`src/rtl/rnn_fp_pkg.sv`:
```
// Shared package for the RNN FP32 datapath blocks.
// Holds the FP32 word type, the FP32 zero constant and the state encoding
// used by the dual-lane accumulation sequencer.
package rnn_fp_pkg;

    typedef logic [31:0] fp32_t;

    localparam fp32_t FP32_ZERO = 32'h0000_0000;

    typedef enum logic [2:0] {
        IDLE,
        WAIT_IN,
        ISSUE,
        WAIT_ADD,
        OUTPUT
    } acc_state_t;

endpackage

```
`src/rtl/float_acc_dual_ctrl.sv`:
```
// Dual-lane FP32 accumulation sequencer.
// Takes a stream of element pairs (x1, x2) and reduces each lane to a sum by
// driving an external dual float adder one operation at a time, writing the
// adder results back into the two accumulators.  After len pairs the two sums
// are presented on a valid/ready output.  No FP arithmetic is done here.
//
// Ports:
//   clk, rst                 clock, asynchronous active-high reset
//   start, len, busy         reduction control (len captured on start in IDLE)
//   in_valid/in_ready        element pair handshake, in_x1 / in_x2 payload
//   add_valid/add_ready      operand handshake to the dual adder
//   add_a1/add_b1/add_a2/add_b2  registered adder operands (a=acc, b=element)
//   add_done, add_res1/2     adder completion pulse and results
//   out_valid/out_ready      sums handshake, sum1 / sum2 payload
//   err                      sticky: adder result arrived when none was pending
module float_acc_dual_ctrl
    import rnn_fp_pkg::*;
#(
    parameter int LEN_W = 8
) (
    input  logic             clk,
    input  logic             rst,
    input  logic             start,
    input  logic [LEN_W-1:0] len,
    output logic             busy,
    input  logic             in_valid,
    output logic             in_ready,
    input  logic [31:0]      in_x1,
    input  logic [31:0]      in_x2,
    output logic             add_valid,
    input  logic             add_ready,
    output logic [31:0]      add_a1,
    output logic [31:0]      add_b1,
    output logic [31:0]      add_a2,
    output logic [31:0]      add_b2,
    input  logic             add_done,
    input  logic [31:0]      add_res1,
    input  logic [31:0]      add_res2,
    output logic             out_valid,
    input  logic             out_ready,
    output logic [31:0]      sum1,
    output logic [31:0]      sum2,
    output logic             err
);

    acc_state_t       state;
    acc_state_t       state_next;
    logic [LEN_W-1:0] len_q;
    logic [LEN_W-1:0] count;
    logic [LEN_W-1:0] count_inc;
    fp32_t            acc1;
    fp32_t            acc2;

    // count never wraps because len is at most 2^LEN_W-1
    assign count_inc = count + LEN_W'(1);

    // Sums track the accumulators directly; they are only meaningful while
    // out_valid is high, and read as zero after reset.
    assign sum1 = acc1;
    assign sum2 = acc2;

    // State register
    always_ff @(posedge clk or posedge rst) begin
        if (rst) begin
            state <= IDLE;
        end else begin
            state <= state_next;
        end
    end

    // Next-state logic and handshake outputs
    always_comb begin
        state_next = state;
        busy       = (state != IDLE);
        in_ready   = 1'b0;
        add_valid  = 1'b0;
        out_valid  = 1'b0;
        case (state)
            IDLE: begin
                if (start) begin
                    state_next = (len == '0) ? OUTPUT : WAIT_IN;
                end
            end
            WAIT_IN: begin
                in_ready = 1'b1;
                if (in_valid) begin
                    if (count == '0) begin
                        state_next = (len_q == LEN_W'(1)) ? OUTPUT : WAIT_IN;
                    end else begin
                        state_next = ISSUE;
                    end
                end
            end
            ISSUE: begin
                add_valid = 1'b1;
                if (add_ready) begin
                    state_next = WAIT_ADD;
                end
            end
            WAIT_ADD: begin
                if (add_done) begin
                    state_next = (count_inc == len_q) ? OUTPUT : WAIT_IN;
                end
            end
            OUTPUT: begin
                out_valid = 1'b1;
                if (out_ready) begin
                    state_next = IDLE;
                end
            end
            default: state_next = IDLE;
        endcase
    end

    // Datapath: length/count capture, accumulators, operand registers, err.
    // The first element of a reduction is loaded straight into the
    // accumulators so only len-1 adder operations are needed.  Operands are
    // captured at the element handshake, so they stay stable throughout ISSUE.
    always_ff @(posedge clk or posedge rst) begin
        if (rst) begin
            len_q  <= '0;
            count  <= '0;
            acc1   <= FP32_ZERO;
            acc2   <= FP32_ZERO;
            add_a1 <= FP32_ZERO;
            add_b1 <= FP32_ZERO;
            add_a2 <= FP32_ZERO;
            add_b2 <= FP32_ZERO;
            err    <= 1'b0;
        end else begin
            case (state)
                IDLE: begin
                    if (start) begin
                        len_q <= len;
                        count <= '0;
                        err   <= 1'b0;
                        if (len == '0) begin
                            acc1 <= FP32_ZERO;
                            acc2 <= FP32_ZERO;
                        end
                    end
                end
                WAIT_IN: begin
                    if (in_valid) begin
                        if (count == '0) begin
                            acc1  <= in_x1;
                            acc2  <= in_x2;
                            count <= LEN_W'(1);
                        end else begin
                            add_a1 <= acc1;
                            add_b1 <= in_x1;
                            add_a2 <= acc2;
                            add_b2 <= in_x2;
                        end
                    end
                end
                WAIT_ADD: begin
                    if (add_done) begin
                        acc1  <= add_res1;
                        acc2  <= add_res2;
                        count <= count_inc;
                    end
                end
                default: begin
                end
            endcase
            // A result with no pending operation is discarded and flagged;
            // flagging takes priority over a same-cycle start clear.
            if (add_done && (state != WAIT_ADD)) begin
                err <= 1'b1;
            end
        end
    end

endmodule

```
`config.mk`:
```
export PLATFORM = sky130hd
export DESIGN_NAME = float_acc_dual_ctrl
export DESIGN_NICKNAME = d
export VERILOG_FILES = /design/src/rtl/rnn_fp_pkg.sv /design/src/rtl/float_acc_dual_ctrl.sv
export SDC_FILE = /design/constraint.sdc
export NUM_CORES = 1
export LEC_CHECK = 0
export ABC_AREA = 0
export CAP_MARGIN = 40
export CELL_PAD_IN_SITES_DETAIL_PLACEMENT = 0
export CELL_PAD_IN_SITES_GLOBAL_PLACEMENT = 2
export CORE_ASPECT_RATIO = 0.7
export CORE_MARGIN = 10
export CORE_UTILIZATION = 28
export CTS_CLUSTER_DIAMETER = 100
export DETAILED_ROUTE_END_ITERATION = 12
export PLACE_DENSITY_LB_ADDON = 0.1
export SETUP_SLACK_MARGIN = 0.5
export SLEW_MARGIN = 30
export SYNTH_ARGS = -nofsm -noshare
export SYNTH_HDL_FRONTEND = slang
export SYNTH_SLANG_ARGS = --single-unit
```
`constraint.sdc`:
```
create_clock -name clk -period 8.2 [get_ports clk]
set_clock_uncertainty 0.15 [all_clocks]
set_input_delay 1.64 -clock clk [delete_from_list [all_inputs] [get_ports clk]]
set_output_delay 1.64 -clock clk [all_outputs]
set_load 0.02 [all_outputs]
```
# Word level (Yosys, flattened, before mapping)
# Index checks and enable logic that the tools add are counted.
dict set report word_totals {
  ff_bits 212
  latchBits 0
  ram_bits 0
  romBits 0
  input_bits 143
  output_inout_bits 197
  elab_cells 71
  n_memories 0
}
dict set report op_classes {
  add_sub_neg 1
  mul 0
  n_div 0
  order_cmp 0
  n_eq_ne 14
  shifts 0
  muxes 31
  n_bitwise 1
  reduce_logical 14
}
# operator count
set op_table {}
lappend op_table {{2-to-1 mux 32 bit} 8}
lappend op_table {{case mux 32 bit (3 select lines)} 2}
lappend op_table {{2-to-1 mux 8 bit} 4}
lappend op_table {{2-to-1 mux 3 bit} 9}
lappend op_table {{case mux 8 bit (3 select lines)} 1}
lappend op_table {{logical NOT 8 bit} 2}
lappend op_table {{case mux 3 bit (5 select lines)} 1}
lappend op_table {{inequality test 2 bit, second input constant} 7}
lappend op_table {{AND reduction 5 bit} 2}
lappend op_table {{adder 8 x 1 -> 8 bit, second input constant} 1}
lappend op_table {{== test 8 x 1 -> 1 bit, second input constant} 1}
lappend op_table {{== test 8 bit} 1}
lappend op_table {{== test 3 x 2 -> 1 bit, second input constant} 2}
lappend op_table {{2-to-1 mux 1 bit} 6}
lappend op_table {{AND reduction 6 bit} 1}
lappend op_table {{nonzero test 3 bit} 2}
lappend op_table {{AND reduction 2 bit} 2}
lappend op_table {{nonzero test 2 bit} 2}
lappend op_table {{== test 3 x 1 -> 1 bit, second input constant} 1}
lappend op_table {{== test 3 bit, second input constant} 1}
lappend op_table {{logical NOT 3 bit} 1}
lappend op_table {{inequality test 3 x 2 -> 1 bit, second input constant} 1}
lappend op_table {{AND reduction 3 bit} 1}
lappend op_table {{logical AND 1 bit} 1}
lappend op_table {{NOT 1 bit} 1}

# Longest topological paths before layout
# Gate-level depths: netlist of run 1.
dict set report logic_depth {
  word_depth 5
  ltp_mapped 11
  ltp_nobuf 8
}

# Least setup slack after synthesis of run 1
# OpenSTA, ideal clock, no wires.
dict set report synth_path {
  path_kind {reg-to-output}
  startpoint {reg state[1]}
  endpoint {out out_valid}
  arrival_ns 1.491
  required_ns 6.410
  setup_slack_ns 4.919
  stages_incl_launch_ff 5
  cell_sequence {dfrtp_1 buf_6 buf_6 clkbuf_1 nor3b_1}
}
dict set report synth_via {
  elab_chain_cells 2
}
# element line
set synth_rtl {}
lappend synth_rtl {{start: declaration} float_acc_dual_ctrl.sv:46} ;# acc_state_t state;
lappend synth_rtl {{start signal: assignment} float_acc_dual_ctrl.sv:67} ;# state <= state_next;
lappend synth_rtl {{== test 3 bit} float_acc_dual_ctrl.sv:78} ;# case (state)
lappend synth_rtl {{2-to-1 mux 1 bit} float_acc_dual_ctrl.sv:78}
lappend synth_rtl {{end: declaration} float_acc_dual_ctrl.sv:39} ;# output logic out_valid,
# No other way between the ends.

# Final worst setup path of run 1
dict set report layout_path {
  startpoint {reg state[1]}
  endpoint {out busy}
}
dict set report layout_via {
  elab_chain_cells 1
}
# element line
set layout_rtl {}
lappend layout_rtl {{nonzero test 3 bit} float_acc_dual_ctrl.sv:74} ;# busy = (state != IDLE);
lappend layout_rtl {{end: declaration} float_acc_dual_ctrl.sv:25} ;# output logic busy,
# No other way between the ends.

==> results of run 1 <==
-- layout by cell type, fill, tap and decap left out, types with 2 or more instances in the layout --
| master | Yosys | routed |
|---|---|---|
| sky130_fd_sc_hd__nor4_1 | 3 | 3 |
| sky130_fd_sc_hd__nor2b_1 | 3 | 3 |
| sky130_fd_sc_hd__nor2_1 | 11 | 11 |
| sky130_fd_sc_hd__mux2i_1 | 66 | 66 |
| sky130_fd_sc_hd__clkbuf_1 | 32 | 2 |
| sky130_fd_sc_hd__a21oi_1 | 4 | 4 |
| sky130_fd_sc_hd__buf_4 | 1 | 5 |
| sky130_fd_sc_hd__and2_1 | 2 | 2 |
| sky130_fd_sc_hd__inv_8 | 0 | 2 |
| sky130_fd_sc_hd__clkinv_2 | 0 | 8 |
| sky130_fd_sc_hd__a31oi_1 | 2 | 2 |
| sky130_fd_sc_hd__ha_1 | 2 | 2 |
| sky130_fd_sc_hd__nand3_1 | 6 | 5 |
| sky130_fd_sc_hd__xor2_1 | 3 | 3 |
| sky130_fd_sc_hd__o21ai_0 | 14 | 14 |
| sky130_fd_sc_hd__bufinv_16 | 0 | 5 |
| sky130_fd_sc_hd__o31ai_1 | 68 | 68 |
| sky130_fd_sc_hd__inv_1 | 7 | 6 |
| sky130_fd_sc_hd__mux2_2 | 129 | 129 |
| sky130_fd_sc_hd__nor3_1 | 5 | 5 |
| sky130_fd_sc_hd__clkbuf_8 | 1 | 3 |
| sky130_fd_sc_hd__a211oi_1 | 2 | 2 |
| sky130_fd_sc_hd__xnor2_1 | 6 | 6 |
| sky130_fd_sc_hd__clkbuf_16 | 0 | 24 |
| sky130_fd_sc_hd__buf_16 | 0 | 3 |
| sky130_fd_sc_hd__dfrtp_1 | 212 | 211 |
| sky130_fd_sc_hd__nand2_1 | 100 | 100 |
| sky130_fd_sc_hd__clkdlybuf4s50_1 | 0 | 339 |
-- critical path, cell delays in order, from the launching register on --
cell and delay [ns]:
sky130_fd_sc_hd__dfrtp_4 0.91, sky130_fd_sc_hd__buf_4 0.67, sky130_fd_sc_hd__nor3_1 0.24, sky130_fd_sc_hd__inv_1 0.13, sky130_fd_sc_hd__clkdlybuf4s50_1 0.63
-- layout make-up --
class | instances | area [um2] | area share, %
flip-flops and latches | 212 | 5310 | 38.3
multi-input cells | 450 | 3600 | 25.9
repair buffers | 348 | 3530 | 25.5
clock buffers | 29 | 649 | 4.68
well taps | 427 | 534 | 3.85
clock inverters | 15 | 218 | 1.57
inverters | 7 | 33.8 | 0.243
-- logic make-up after synthesis --
logic type	Yosys count	share of synthesized area (%)
multiplexers	195	23.1
flip-flops	212	57.9
adder cells (fa/ha/maj)	2	0.273
buffers and inverters	58	3.10
AO/OA/AOI/OAI	103	8.05
AND/OR/NAND/NOR	141	6.78
XOR/XNOR	9	0.860
-- worst paths after layout --
path,from,slack [ns],cells after the start,end
max reg2reg,state[1]$_DFFE_PP0P_,3.66,6,add_b1[28]$_DFFE_PP0P_
min in group asynchronous,rst,1.34,2,add_b1[28]$_DFFE_PP0P_
min,sum2[12]$_DFFE_PP0P_,0.35,2,sum2[12]$_DFFE_PP0P_
min reg2reg,sum2[12]$_DFFE_PP0P_,0.35,2,sum2[12]$_DFFE_PP0P_
max in group asynchronous,rst,5.28,4,state[1]$_DFFE_PP0P_
max,state[1]$_DFFE_PP0P_,3.20,4,busy
-- flip-flops by register name (all words and copies together) (netlist names) --
| register | count |
|---|---|
| add_a1 | 32 |
| add_a2 | 32 |
| add_b1 | 32 |
| add_b2 | 32 |
| count | 8 |
| err | 1 |
| len_q | 8 |
| state | 3 |
| sum1 | 32 |
| sum2 | 32 |
-- through the flow --
step,util (%),power [uW]
2_1_floorplan,-,3260
3_3_place_gp,40.1,4540
3_5_place_dp,40.1,4570
4_1_cts,42.8,5790
5_1_grt,43.0,6060
6_report,43.0,5690
-- Yosys cell counts, types with 2 or more instances --
master                     instances
sky130_fd_sc_hd__a21o_1            2
sky130_fd_sc_hd__clkbuf_1         32
sky130_fd_sc_hd__a21oi_1           4
sky130_fd_sc_hd__nor4_1            3
sky130_fd_sc_hd__inv_1             7
sky130_fd_sc_hd__nand3_1           6
sky130_fd_sc_hd__and2_1            2
sky130_fd_sc_hd__dfrtp_1         212
sky130_fd_sc_hd__a31oi_1           2
sky130_fd_sc_hd__a211oi_1          2
sky130_fd_sc_hd__nand2_1         100
sky130_fd_sc_hd__mux2i_1          66
sky130_fd_sc_hd__xnor2_1           6
sky130_fd_sc_hd__o21ai_0          14
sky130_fd_sc_hd__mux2_2          129
sky130_fd_sc_hd__nand2b_1          2
sky130_fd_sc_hd__buf_6             5
sky130_fd_sc_hd__o31ai_1          68
sky130_fd_sc_hd__nor3_1            5
sky130_fd_sc_hd__nor2_1           11
sky130_fd_sc_hd__buf_2            12
sky130_fd_sc_hd__nor2b_1           3
sky130_fd_sc_hd__xor2_1            3
sky130_fd_sc_hd__ha_1              2
-- power groups by stage --
stage	clock network, uW	logic, uW	registers, uW
6_report	1180	2720	1790
5_1_grt	1270	2930	1860
4_1_cts	1230	2770	1800
3_5_place_dp	0	2760	1810
3_3_place_gp	0	2740	1800
2_1_floorplan	0	1080	2180
-- metal layers --
metal	share of wire, %	up-vias	track usage (%)	wire (um)
met2	49	156	26.0	16100
met4	1.3	0	2.51	415
met1	42	3373	19.1	13700
li1	-	3239	-	-
met3	7.7	28	5.98	2530
met5	0	-	0	0
==> results summary, run 1 <==
The count of unresolved DRC violations after routing came out at 0. The initial antenna violation count was 0. The register clock-pin slew on the reported worst setup and hold paths is 0.06 ns. The count of final max-slew check failures is 0. The combined global-route utilization of all metal layers came out at 15.6%. The leakage power summed over all cells is 0.00590 uW.

The clock share of power came out at 20.8%. The total negative slack is 0 ns. The share of synthesized area occupied by flip-flops and latches came out at 57.9%.

The area share of the leading cell type in the synthesized netlist came out at 57.9%. The worst setup margin is 3.20 ns. The timing-limited maximum frequency is 200 MHz. After synthesis the netlist holds a flip-flop and latch count of 212.

The die width is 236 um. Entering global routing, the biggest net connects 171 pins. The largest fanout on the critical path came out at 40. The count of different cell masters after synthesis came out at 46.

The minimum clock period is 5.00 ns. The die is 171 um tall. For this run the aggregate overflow at the end of global routing stands at 0. Buffers inserted to repair hold after CTS numbered 0. The repair_antennas step left the layout with diodes totalling 0. After synthesis, the share of flip-flops with an asynchronous set or reset is 100%. The number of clock buffers added by TritonCTS is 24. The power share of the combinational group came out at 47.8%. Max-cap violations in this run came to 0. For this run, the number of Yosys warnings is 0.

In this run the worst hold path is classified as reg -> reg. Counting every net in the synthesized netlist gives 865. The post-detailed-route via-to-cell ratio came out at 4.57. The share of layout cells above drive strength 1 came out at 17.8%. The post-route cell area came out at 13900 um2. TritonCTS built the clock tree. The wire length of the first global-routing pass came out at 48800 um. Summed over all layers, the routed wires come to 32700 um. The count of clock tree sinks is 212. The transition at the pin with the smallest max-transition slack is 0.817 ns. The total placed cells including tap cells came out at 1442.

The number of endpoints failing setup at the final stage is 0. Ranked by total cell area, the synthesized netlist is headed by sky130_fd_sc_hd__dfrtp_1 (58%), sky130_fd_sc_hd__mux2_2 (16%), sky130_fd_sc_hd__mux2i_1 (7.2%). The number of standard cells in the final layout excluding fillers is 1488. The layout net count came out at 1188. The via total after detailed routing is 6796.

The pre-CTS worst setup slack is 3.50 ns. The kind of end point of the critical path is an output port. The largest voltage drop on the vdd net is 0.161 mV. In the finished design, the share of the clock period the worst path needs comes to 61.0%. The starting density of the core came out at 28.4%. STA classifies the critical path startpoint as a register.

Net switching is 38.5% of the power. The analysis attributes to net switching a power of 2190 uW. The count of H-tree levels built during CTS came out at 1. The cell at the root of the clock tree is sky130_fd_sc_hd__clkbuf_16. The worst path required time came out at 6.41 ns.

The post-synthesis cell area is 9170 um2. The worst-skew pair later-pin latency came out at 0.52 ns. The number of rows in the core area is 55. The die area is 40500 um2.

The worst pin sits at a relative slew slack of 45.5%. The biggest area contributor in the post-synthesis netlist is sky130_fd_sc_hd__dfrtp_1. The clock passes through at most 3 buffers. The congestion estimate from routability-driven global placement came to 0.747. The cell area after placement is 13000 um2. Setup repair after global routing left no endpoint under its margin. The number of standard cells after synthesis came out at 720. The power per cell area came out at 410 nW/um2. After detailed routing, the average wire length per cell comes to 22.0 um. Yosys mapped a number of flops with a built-in enable equal to 0.

In this run the remaining antenna-violating nets after routing total 0. The number of global-route vias before repair is 7190. The number of hold violations in the final report came out at 0. 340 I/O pins were placed. The total area inside the core boundary comes to 32300 um2. The sequential power share is 31.4%.

The mean cell area of the mapped netlist came out at 12.7 um2. Input and output buffers added on the ports amount to 339. The iteration-0 DRC count of the detailed router is 305. The post-cts resize count came out at 0. The arrival time reported for the critical path endpoint is 3.21 ns. The number of fill cells came out at 3066. The total setup buffers inserted after CTS came out at 0.

The worst hold slack came out at 0.349 ns. The HPWL after detailed placement is 23700 um. The internal power contribution came out at 3500 uW. The most used flip-flop cell after synthesis is sky130_fd_sc_hd__dfrtp_1. The start-to-end type of the worst setup path is reg -> out. The first detailed-routing pass took 4 iterations. The run finished with clean final reports. The relative area change from synthesis to final layout came out at 51.4%.
(Power assumes the default switching activity.)
==> inputs of run 2 (changes only) <==
Clock period 8.2 ns to 4.6 ns, I/O delays scaled along.
==> run 2 against run 1 <==
Net effect:
- register-to-register slack got worse by 2.1 ns
- hold slack got worse by 0.0018 ns
- combinational power grew 81%
- count of clock-buffer cells in the layout is 10 higher
- highest routed layer unchanged
==> results summary, run 2 (synthesis results as in run 1) <==
The via total after detailed routing came out at 6811 (was 6796). The arrival time reported for the critical path endpoint is 2.43 ns (was 3.21 ns). The standard cell core area is 32300 um2 (unchanged). The worst-skew pair later-pin latency was 0.54 ns (was 0.52 ns). The largest net degree at the start of global routing came to 129 (was 171). The total setup buffers inserted after CTS came out at 0 (unchanged). The leakage power summed over all cells is 0.00587 uW (was 0.00590 uW). The worst hold slack came out at 0.347 ns (was 0.349 ns).

The layout net count came to 1192 (was 1188). The number of cells on the worst hold path came out at 2 (unchanged). The average routed wire per standard cell was 22.2 um (was 22.0 um). The most common library cell in the layout ignoring fill and taps is sky130_fd_sc_hd__clkdlybuf4s50_1 (unchanged). The number of buffers inserted by port buffering is 339 (unchanged). The post-detailed-route via-to-cell ratio is 4.57 (about the same).

The post-cts resize count came out at 0 (unchanged). The count of antenna diodes in the layout came to 0 (unchanged). The combined global-route utilization of all metal layers came to 15.8% (was 15.6%).

The worst hold-check path type is reg -> reg (unchanged). The I/O pin count came out at 340 (unchanged). The initial antenna violation count came to 0 (unchanged). The transition at the pin with the smallest max-transition slack is 0.728 ns (was 0.817 ns).

The worst path required time is 3.53 ns (was 6.41 ns). The start-to-end type of the worst setup path is reg -> out (unchanged). The cell at the root of the clock tree is sky130_fd_sc_hd__clkbuf_16 (unchanged).

The clock tree from TritonCTS was built (unchanged). The largest voltage drop on the vdd net is 0.375 mV (was 0.161 mV). The share of total power consumed by net switching is 39.1% (was 38.5%). The count of clock tree sinks came to 212 (unchanged). The total negative slack came out at 0 ns (unchanged).

The number of rows in the core area is 55 (unchanged). The portion of the clock cycle consumed by the worst path in the final layout is 76.1%. The number of hold violations in the final report was 0 (unchanged). The number of endpoints failing setup at the final stage is 0 (unchanged).

The total congestion overflow after global routing is 0 (unchanged). The power per cell area is 724 nW/um2 (was 410 nW/um2). The relative area change from synthesis to final layout was 50.8% (was 51.4%).

The HPWL after detailed placement is 24300 um (was 23700 um). The die area is 40500 um2 (unchanged). The total length of routed wires is 33100 um (was 32700 um).

The depth of the worst register-to-register path was 6 (unchanged). The maximum buffer depth of the clock tree is 3 (unchanged). The wire length of the first global-routing pass came to 49100 um (was 48800 um).

Commonest cells after routing, fill and taps aside: sky130_fd_sc_hd__clkdlybuf4s50_1 (339), sky130_fd_sc_hd__dfrtp_1 (211), sky130_fd_sc_hd__mux2_2 (129) (unchanged). The largest fanout on the critical path is 27 (was 40). The number of detailed-route iterations in the first pass is 4 (unchanged). The share of layout cells above drive strength 1 is 17.4% (was 17.8%). The sequential power share came to 31.5% (was 31.4%). The total clock buffers created by CTS is 25 (was 24). The net switching power figure is 3920 uW (was 2190 uW).

The timing-limited maximum frequency came out at 286 MHz. The utilization after layout came out at 42.8% (was 43.0%). The count of final max-slew check failures is 0 (unchanged).

The internal power contribution came out at 6090 uW (was 3500 uW). The minimum clock period came out at 3.50 ns. The nature of the critical path startpoint is a register (unchanged). The starting density of the core came to 28.4% (unchanged). Result of the run: completed (unchanged).

The placer congestion estimate came to 0.728 (was 0.747). The number of global-route vias before repair is 7193 (was 7190). The die extent in y came out at 171 um (unchanged). The worst max-slew margin expressed relative to the limit came to 51.4% (was 45.5%).

The kind of end point of the critical path was an output port (unchanged). The count of unresolved DRC violations after routing is 0 (unchanged). The power share of the combinational group was 49.2% (was 47.8%). The count of H-tree levels built during CTS came out at 1 (unchanged). The number of max-cap violations is 0 (unchanged). The die width came out at 236 um (unchanged). RSZ-0062 raised after global routing: false (unchanged).

The number of buffers added to fix hold violations after cts came out at 0 (unchanged). The clock share of power is 19.3% (was 20.8%). The number of nets with antenna violations after detailed routing is 0 (unchanged). The minimum setup slack among reg-to-reg paths came out at 1.58 ns (was 3.66 ns). The register clock-pin slew on the reported worst setup and hold paths came out at 0.06 ns (about the same). The iteration-0 DRC count of the detailed router was 396 (was 305).
-- run 2: cell count changes in the layout (fill, tap and decap cells not counted), sizes merged --
cell / previous run / this run
clkbuf: 29 / 39
bufinv: 5 / 1
buf: 9 / 12
inv: 8 / 7
clkinvlp: 0 / 1
clkinv: 9 / 2
-- run 2: path summary, 6_finish.rpt --
| path | start | to |
|---|---|---|
| min reg2reg | sum2[20]$_DFFE_PP0P_ | sum2[20]$_DFFE_PP0P_ |
| min in group asynchronous | rst | add_a1[3]$_DFFE_PP0P_ |
| max reg2reg | state[1]$_DFFE_PP0P_ | sum2[28]$_DFFE_PP0P_ |
| max | state[1]$_DFFE_PP0P_ | in_ready |
| min | sum2[20]$_DFFE_PP0P_ | sum2[20]$_DFFE_PP0P_ |
| max in group asynchronous | rst | count[0]$_DFFE_PP0P_ |
-- run 2: layer usage --
| layer | part of all wire [%] | GRT usage, % |
|---|---|---|
| met1 | 42 | 19.7 |
| met2 | 48 | 25.9 |
| met3 | 7.5 | 5.59 |
| met4 | 1.7 | 3.23 |
| met5 | 0 | 0 |
-- run 2: critical path: stages, from the launching register on --
cell                              delay, ns
sky130_fd_sc_hd__dfrtp_4               0.67
sky130_fd_sc_hd__nor2_1                0.51
sky130_fd_sc_hd__clkdlybuf4s50_1       0.73
-- run 2: final cells by class --
class	count	area (um2)
clock buffers	39	738
clock inverters	4	48.8
fillers	3050	18500
inverters	7	30.0
multi-input cells	450	3600
flip-flops and latches	212	5310
well taps	427	534
repair buffers	351	3560
-- run 2: power by group through the flow --
stage | combinational, uW | sequential [uW] | clock, uW
finish | 4920 | 3150 | 1940
CTS | 5040 | 3160 | 2010
detailed placement | 5020 | 3180 | 0
floorplan | 1930 | 3890 | 0
global route | 5260 | 3280 | 2100
global placement | 4990 | 3170 | 0
-- run 2: through the flow --
step | setup WS, ns | cell area (um2) | std cells | power [uW]
after detailed placement | 1.33 | 13000 | 1447 | 8200
after global routing | 0.985 | 13800 | 1490 | 10600
after floorplan | 0.774 | 9170 | 720 | 5810
after CTS | 1.06 | 13800 | 1490 | 10200
final | 1.10 | 13800 | 1490 | 10000
after global placement | 1.37 | 13000 | 1446 | 8160
